$ cat config.mk
export PLATFORM = sky130hd
export DESIGN_NAME = segment_fade_chaser_flat
export DESIGN_NICKNAME = d
export VERILOG_FILES = /design/src/rtl/segment_chaser_pkg.sv /design/src/rtl/segment_fade_chaser_if.sv /design/src/rtl/chaser_pwm_channel.sv /design/src/rtl/segment_fade_chaser.sv /design/src/flat_wrapper.sv
export SDC_FILE = /design/constraint.sdc
export NUM_CORES = 1
export LEC_CHECK = 0
export CORE_ASPECT_RATIO = 1.2
export CORE_MARGIN = 2
export CORE_UTILIZATION = 60
export DETAILED_ROUTE_END_ITERATION = 8
export PLACE_DENSITY = 0.87
export SLEW_MARGIN = 25
export SYNTH_ARGS = -nofsm -noshare
export SYNTH_HDL_FRONTEND = slang
export SYNTH_SLANG_ARGS = --single-unit
$ cat constraint.sdc
create_clock -name clk -period 2.4 [get_ports clk]
set_clock_uncertainty 0.1 [all_clocks]
set_input_delay 0.48 -clock clk [delete_from_list [all_inputs] [get_ports clk]]
set_output_delay 0.48 -clock clk [all_outputs]
set_load 0.01 [all_outputs]
$ cat src/rtl/segment_chaser_pkg.sv
// Shared constants for the segment fade chaser: mode encoding, bounce
// direction type, default figure-8 step map and output polarity values.
package segment_chaser_pkg;

    // Bounce direction; only meaningful while the chaser is in bounce mode.
    typedef enum logic {
        DIR_UP   = 1'b0,
        DIR_DOWN = 1'b1
    } dir_t;

    localparam logic [1:0] MODE_FWD    = 2'b00;
    localparam logic [1:0] MODE_REV    = 2'b01;
    localparam logic [1:0] MODE_BOUNCE = 2'b10;
    localparam logic [1:0] MODE_HOLD   = 2'b11;

    localparam int DEFAULT_SEQ_LEN  = 8;
    localparam int DEFAULT_CH_IDX_W = 3;

    // Figure-8 walk over a 7-segment digit; step 0 sits in the LSBs.
    localparam logic [DEFAULT_SEQ_LEN*DEFAULT_CH_IDX_W-1:0] DEFAULT_SEQ_MAP =
        {3'd5, 3'd6, 3'd2, 3'd3, 3'd4, 3'd6, 3'd1, 3'd0};

    // Output polarity: common anode drives LEDs low, common cathode high.
    localparam bit CA_ACTIVE_LOW  = 1'b1;
    localparam bit CA_ACTIVE_HIGH = 1'b0;

endpackage

$ cat src/rtl/segment_fade_chaser_if.sv
// Control/LED bundle of the segment fade chaser. The master side drives
// speed and mode; the slave side (the chaser) returns the LED drive,
// the step pulse and the current step index.
interface segment_fade_chaser_if #(
    parameter int NUM_CH  = 8,
    parameter int SPEED_W = 3,
    parameter int POS_W   = 3
);
    logic [SPEED_W-1:0] speed;
    logic [1:0]         mode;
    logic [NUM_CH-1:0]  led_out;
    logic               step_tick;
    logic [POS_W-1:0]   position;

    modport master (
        output speed,
        output mode,
        input  led_out,
        input  step_tick,
        input  position
    );

    modport slave (
        input  speed,
        input  mode,
        output led_out,
        output step_tick,
        output position
    );
endinterface

$ cat src/rtl/chaser_pwm_channel.sv
// One LED channel of the fade chaser: brightness register with force/decay,
// optional gamma stage and a registered PWM compare.
// Optional macro SEGMENT_FADE_GAMMA_EN: compare against (b*b) >> BRIGHT_W
// instead of the linear brightness.
module chaser_pwm_channel #(
    parameter int BRIGHT_W = 5
) (
    input  logic                clk,
    input  logic                reset,
    input  logic                i_force,
    input  logic                i_decay,
    input  logic [BRIGHT_W-1:0] i_pwm_cnt,
    output logic                o_raw
);

    logic [BRIGHT_W-1:0] r_bright;
    logic [BRIGHT_W-1:0] w_bright_next;
    logic [BRIGHT_W-1:0] w_level;
    logic                r_raw;

    // Force to full scale wins over the per-step halving.
    always_comb begin
        w_bright_next = r_bright;
        if (i_force) begin
            w_bright_next = '1;
        end else if (i_decay) begin
            w_bright_next = r_bright >> 1;
        end
    end

`ifdef SEGMENT_FADE_GAMMA_EN
    logic [2*BRIGHT_W-1:0] w_square;
    assign w_square = r_bright * r_bright;
    assign w_level  = w_square[2*BRIGHT_W-1:BRIGHT_W];
`else
    assign w_level  = r_bright;
`endif

    // Brightness state and the registered PWM compare.
    always_ff @(posedge clk) begin
        if (reset) begin
            r_bright <= '0;
            r_raw    <= 1'b0;
        end else begin
            r_bright <= w_bright_next;
            r_raw    <= (w_level > i_pwm_cnt);
        end
    end

    assign o_raw = r_raw;

endmodule

$ cat src/rtl/segment_fade_chaser.sv
// Multi-channel LED chaser with a geometric fade trail. Holds the step
// prescaler, the position/direction state machine, the PWM counter and the
// output polarity; one chaser_pwm_channel per LED.
// Optional macro SEGMENT_FADE_GAMMA_EN (in chaser_pwm_channel) enables a
// gamma-corrected PWM compare.
module segment_fade_chaser
    import segment_chaser_pkg::*;
#(
    parameter int NUM_CH     = 8,
    parameter int SEQ_LEN    = DEFAULT_SEQ_LEN,
    parameter int CH_IDX_W   = DEFAULT_CH_IDX_W,
    parameter logic [SEQ_LEN*CH_IDX_W-1:0] SEQ_MAP = DEFAULT_SEQ_MAP,
    parameter int BRIGHT_W   = 5,
    parameter int PRESCALE_W = 24,
    parameter int SPEED_W    = 3,
    parameter bit COMMON_ANODE = CA_ACTIVE_LOW
) (
    input  logic                  clk,
    input  logic                  reset,
    segment_fade_chaser_if.slave  bus
);

    localparam int POS_W = (SEQ_LEN > 1) ? $clog2(SEQ_LEN) : 1;
    localparam logic [POS_W-1:0]  LAST_POS = POS_W'(SEQ_LEN - 1);
    localparam logic [NUM_CH-1:0] POLARITY =
        (COMMON_ANODE == CA_ACTIVE_HIGH) ? '0 : '1;

    logic [SPEED_W-1:0]    r_speed;
    logic [1:0]            r_mode;
    logic [PRESCALE_W-1:0] r_cnt;
    logic [PRESCALE_W-1:0] w_cnt_next;
    logic [PRESCALE_W-1:0] w_period;
    logic                  w_tick;
    logic [POS_W-1:0]      r_pos;
    logic [POS_W-1:0]      w_pos_next;
    dir_t                  r_dir;
    dir_t                  w_dir_next;
    logic                  r_step_tick;
    logic [BRIGHT_W-1:0]   r_pwm_cnt;
    logic [CH_IDX_W-1:0]   w_hot_ch;
    logic [NUM_CH-1:0]     w_raw;

    // Control inputs are sampled once; reset deliberately leaves them alone.
    always_ff @(posedge clk) begin
        r_speed <= bus.speed;
        r_mode  <= bus.mode;
    end

    assign w_period = {r_speed, {(PRESCALE_W-SPEED_W){1'b1}}};
    // >= so a step fires promptly when speed is lowered below the count.
    assign w_tick   = (r_cnt >= w_period);

    // State register: prescaler, step position, bounce direction, PWM counter.
    always_ff @(posedge clk) begin
        if (reset) begin
            r_cnt       <= '0;
            r_pos       <= '0;
            r_dir       <= DIR_UP;
            r_step_tick <= 1'b0;
            r_pwm_cnt   <= '0;
        end else begin
            r_cnt       <= w_cnt_next;
            r_pos       <= w_pos_next;
            r_dir       <= w_dir_next;
            r_step_tick <= w_tick;
            r_pwm_cnt   <= r_pwm_cnt + 1'b1;
        end
    end

    // Next step position/direction; in bounce the end step is visited once.
    always_comb begin
        w_cnt_next = r_cnt + 1'b1;
        w_pos_next = r_pos;
        w_dir_next = r_dir;
        if (w_tick) begin
            w_cnt_next = '0;
            case (r_mode)
                MODE_FWD: w_pos_next = (r_pos == LAST_POS) ? '0 : r_pos + 1'b1;
                MODE_REV: w_pos_next = (r_pos == '0) ? LAST_POS : r_pos - 1'b1;
                MODE_BOUNCE: begin
                    if (SEQ_LEN > 1) begin
                        if (r_dir == DIR_UP) begin
                            if (r_pos == LAST_POS) begin
                                w_pos_next = r_pos - 1'b1;
                                w_dir_next = DIR_DOWN;
                            end else begin
                                w_pos_next = r_pos + 1'b1;
                            end
                        end else begin
                            if (r_pos == '0) begin
                                w_pos_next = r_pos + 1'b1;
                                w_dir_next = DIR_UP;
                            end else begin
                                w_pos_next = r_pos - 1'b1;
                            end
                        end
                    end
                end
                default: w_pos_next = r_pos;
            endcase
        end
    end

    assign w_hot_ch = SEQ_MAP[int'(r_pos)*CH_IDX_W +: CH_IDX_W];

    genvar gi;
    generate
        for (gi = 0; gi < NUM_CH; gi++) begin : g_ch
            chaser_pwm_channel #(
                .BRIGHT_W (BRIGHT_W)
            ) u_ch (
                .clk       (clk),
                .reset     (reset),
                .i_force   (w_hot_ch == CH_IDX_W'(gi)),
                .i_decay   (w_tick),
                .i_pwm_cnt (r_pwm_cnt),
                .o_raw     (w_raw[gi])
            );
        end
    endgenerate

    assign bus.led_out   = w_raw ^ POLARITY;
    assign bus.step_tick = r_step_tick;
    assign bus.position  = r_pos;

endmodule

$ cat src/flat_wrapper.sv
// flat-port wrapper written by rule: the top's interface ports become plain ports
module segment_fade_chaser_flat import segment_chaser_pkg::*;
#(
    parameter int NUM_CH     = 8,
    parameter int SEQ_LEN    = DEFAULT_SEQ_LEN,
    parameter int CH_IDX_W   = DEFAULT_CH_IDX_W,
    parameter logic [SEQ_LEN*CH_IDX_W-1:0] SEQ_MAP = DEFAULT_SEQ_MAP,
    parameter int BRIGHT_W   = 5,
    parameter int PRESCALE_W = 24,
    parameter int SPEED_W    = 3,
    parameter bit COMMON_ANODE = CA_ACTIVE_LOW
)
  (clk, reset, bus_speed, bus_mode, bus_led_out, bus_step_tick, bus_position);
  segment_fade_chaser_if #(.NUM_CH(NUM_CH), .SPEED_W(SPEED_W), .POS_W(3)) bus_i ();
  input  logic clk;
  input  logic reset;
  input wire logic [$bits(bus_i.speed)-1:0] bus_speed;
  input wire logic [$bits(bus_i.mode)-1:0] bus_mode;
  output wire logic [$bits(bus_i.led_out)-1:0] bus_led_out;
  output wire logic [$bits(bus_i.step_tick)-1:0] bus_step_tick;
  output wire logic [$bits(bus_i.position)-1:0] bus_position;
  assign bus_i.speed = bus_speed;
  assign bus_i.mode = bus_mode;
  assign bus_led_out = bus_i.led_out;
  assign bus_step_tick = bus_i.step_tick;
  assign bus_position = bus_i.position;
  segment_fade_chaser #(.NUM_CH(NUM_CH), .SEQ_LEN(SEQ_LEN), .CH_IDX_W(CH_IDX_W), .SEQ_MAP(SEQ_MAP), .BRIGHT_W(BRIGHT_W), .PRESCALE_W(PRESCALE_W), .SPEED_W(SPEED_W), .COMMON_ANODE(COMMON_ANODE)) u_core (.clk(clk), .reset(reset), .bus(bus_i));
endmodule
==> flow_summary.yaml <==
global_routing:
  grt_antenna_before_repair: 0
  grt-ovfl-total: 0
  grt_pass1_vias: 3263
  grtUsageTotal_pct: 23.63
  grt_pass1_wl_um: 14610
  grt_max_degree: 39
sta:
  timing_hold_violations_final: 0
  setup_violations: 0
  fin_hold_ws_ns: 0.3814
  setup_slack_ns: 0.2024
  worstMarginPinSlew_ns: 0.5459
  fmax_mhz: 455.0
  drv_slew: 0
  max_slew_margin_pct: 63.56
  fin_crit_sh_pct: 91.57
  finalSetupTns_ns: 0
  rsz0062_at_grt: "no"
  finalCriticalPeriod_ns: 2.198
route:
  vias_per_cell: 5.658
  antenna_left: 0
  wl_um: 8633
  drtPass1Iterations: 4
  drc: 0
  vias: 3361
  drtIter0Drc: 142
  wire_per_inst_um: 14.53
critical_path:
  r2r_slack_ns: 0.20
  worstSetupPathType: "flop to flop"
  r2r-end: "u_core.g_ch[2].u_ch.r_bright[1]$_SDFFE_PP0P_"
  cp_max_fo: 38
  critPathLaunchType: "flop"
  reg2reg_from: "u_core.r_cnt[0]$_SDFF_PP0_"
  cp.arrival_ns: 2.33
  worstRegToRegCells: 7
  endpoint_kind: "flop"
  crit_required_ns: 2.54
placement:
  place.gp.congestion: 0.7745
  place_area_um2: 4693
  dp.cells: 578
  io_buffers: 18
  pre_cts_ws_ns: 0.2356
  hpwl_um: 6137
floorplanning:
  die_x_um: 82.06
  start_util_pct: 61.02
  row_count: 34
  core-area_um2: 7189
  dieArea_um2: 8014
  die_h_um: 97.67
  ios: 19
clock_network:
  cts_tree: "built"
  ctsHoldBuffers: 0
  worstSkewPairLatency_ns: 0.37
  cts-buffers-inserted: 9
  clock_path_buffers: 2
  cts_max_level: 3
  path_clk_slew_ns: 0.08
  cts_sinks: 87
  cts-root-buf: "clkbuf_8"
hold_path:
  hold_depth: 1
  hp-start: "u_core.r_cnt[0]$_SDFF_PP0_"
  hold_class: "flop to flop"
  hold_end: "u_core.r_cnt[0]$_SDFF_PP0_"
power:
  power.total_mw: 2.857
  max-vdd-ir-drop_mv: 0.4126
  cellPowerDensity_nw_per_um2: 580.9
  p_leak_nw: 2.214
synthesis:
  syn_inst: 477
  syn_area_um2: 4387
  yosysWarnings: 0
  ys_seq_elements: 87
  synth_area_per_cell_um2: 9.196
  synth_cell_types: 40
  synth_nets: 538
  ys_seq_area_share_pct: 39.70
final_layout:
  diodes: 0
  finalInstanceArea_um2: 4918
  final_cells: 594
  nets: 560
  fin_util_pct: 68.41
  drive_above_1_share_pct: 5.556
  syn_to_final_growth_pct: 12.12
status:
  status: "finished clean"
job:
  drv_cap: 0
layer usage:
layer / vias up / GRT usage (%) / share of wire (%)
met5: - / 0 / 0
met2: 68 / 41.28 / 52
met1: 1569 / 26.96 / 42
met4: 0 / 10.90 / 2.3
met3: 18 / 4.461 / 4.1
li1: 1706 / - / -
synthesized netlist by cell type:
master / count / area [um2]
and4_1: 1 / 8.760
and3_1: 7 / 43.79
a211oi_1: 7 / 52.55
or2_0: 1 / 6.260
or4_1: 1 / 7.510
a21oi_1: 25 / 125.1
a2111oi_0: 2 / 17.52
dfxtp_1: 87 / 1742
a2bb2oi_1: 1 / 8.760
nand2b_1: 6 / 37.54
o211ai_1: 4 / 30.03
or3_1: 1 / 6.260
o21ai_0: 39 / 195.2
nor2b_1: 11 / 68.82
nor4_4: 1 / 21.27
nand3_2: 1 / 10.01
buf_2: 5 / 25.02
ha_1: 54 / 675.7
and4bb_2: 1 / 12.51
nor2_1: 45 / 168.9
nor3_1: 5 / 25.02
a211o_1: 1 / 8.760
nor4_1: 5 / 31.28
or2_2: 1 / 6.260
nand3_1: 22 / 110.1
clkbuf_1: 7 / 26.28
nand4b_1: 1 / 8.760
nand4_2: 1 / 12.51
xor2_1: 15 / 131.4
buf_4: 2 / 15.01
nand3b_1: 1 / 7.510
a31oi_1: 1 / 6.260
inv_1: 35 / 131.4
o21a_1: 4 / 30.03
nand2_1: 22 / 82.58
nand4_1: 7 / 43.79
nor3b_1: 1 / 7.510
xnor2_1: 12 / 105.1
clkinv_1: 1 / 3.750
mux2i_1: 33 / 330.3
how the worst max path moves through the flow:
stage | startpoint | cells past startpoint | end | slack (ns)
after floorplan | u_core.r_cnt[0]$_SDFF_PP0_ | 8 | u_core.g_ch[0].u_ch.r_bright[0]$_SDFFE_PP0P_ | 0.35
after global placement | u_core.r_cnt[0]$_SDFF_PP0_ | 6 | u_core.bus.position[0]$_SDFFE_PP0P_ | 0.34
after detailed placement | u_core.r_cnt[0]$_SDFF_PP0_ | 7 | u_core.g_ch[2].u_ch.r_bright[1]$_SDFFE_PP0P_ | 0.24
after CTS | u_core.r_cnt[0]$_SDFF_PP0_ | 7 | u_core.g_ch[2].u_ch.r_bright[1]$_SDFFE_PP0P_ | 0.19
after global routing | u_core.bus.position[0]$_SDFFE_PP0P_ | 7 | u_core.bus.position[1]$_SDFFE_PP0P_ | 0.02
final | u_core.r_cnt[0]$_SDFF_PP0_ | 7 | u_core.g_ch[2].u_ch.r_bright[1]$_SDFFE_PP0P_ | 0.20
power by group:
part | leakage, nW | switching (mW) | internal [mW]
registers | 0.707 | 0.0220 | 1.47
clock network | 0.110 | 0.506 | 0.614
logic | 1.40 | 0.127 | 0.115
what timing repair did:
| item | CTS | global route |
|---|---|---|
| resized for setup | 0 | 2 |
| setup endpoints to repair | 0 | 2 |
| buffers inserted | 0 | 0 |
flip-flops by register name, summed over array words and instances, names as in the netlist:
name,cells
u_core.g_ch.u_ch.r_bright,40
u_core.r_cnt,24
u_core.g_ch.u_ch.o_raw,8
u_core.r_pwm_cnt,5
u_core.bus.position,3
u_core.r_speed,3
u_core.r_mode,2
u_core.bus.step_tick,1
u_core.r_dir,1
placed cells by master, fill, tap and decap left out, types with 6 or more instances in the layout:
cell type / netlist / layout
clkdlybuf4s50_1: 0 / 18
a211oi_1: 7 / 7
nor2_1: 45 / 45
mux2i_1: 33 / 33
ha_1: 54 / 54
and3_1: 7 / 7
nand3_1: 22 / 22
a21oi_1: 25 / 25
xor2_1: 15 / 15
nor2b_1: 11 / 11
dfxtp_1: 87 / 87
inv_1: 35 / 35
nand4_1: 7 / 7
nand2b_1: 6 / 6
o21ai_0: 39 / 39
buf_4: 2 / 6
clkbuf_8: 0 / 10
nand2_1: 22 / 22
xnor2_1: 12 / 12
area by class of cell:
class                           instances  area [um2]
Inverter                               36       135.1
Tap cell                               90       112.6
Multi-Input combinational cell        340        2461
Sequential cell                        87        1742
Timing Repair Buffer                   25       245.2
Fill cell                             534        2271
Clock inverter                          5       81.33
Clock buffer                           11       141.4
cell families after synthesis:
logic type	share of synthesized area, %
multiplexers	7.530
XOR/XNOR	5.391
AND/OR/NAND/NOR	16.57
adder cells (fa/ha/maj)	15.40
flip-flops	39.70
buffers and inverters	4.592
AO/OA/AOI/OAI	10.81
critical path, stage by stage, from the launching register on:
cell and delay [ns]:
dfxtp_1 0.39, ha_1 0.27, nand3_2 0.15, nor4_4 0.37, a31oi_4 0.21, buf_12 0.25
mux2i_1 0.22, o21ai_0 0.10
Note: power is estimated with default switching activity, not from simulation.
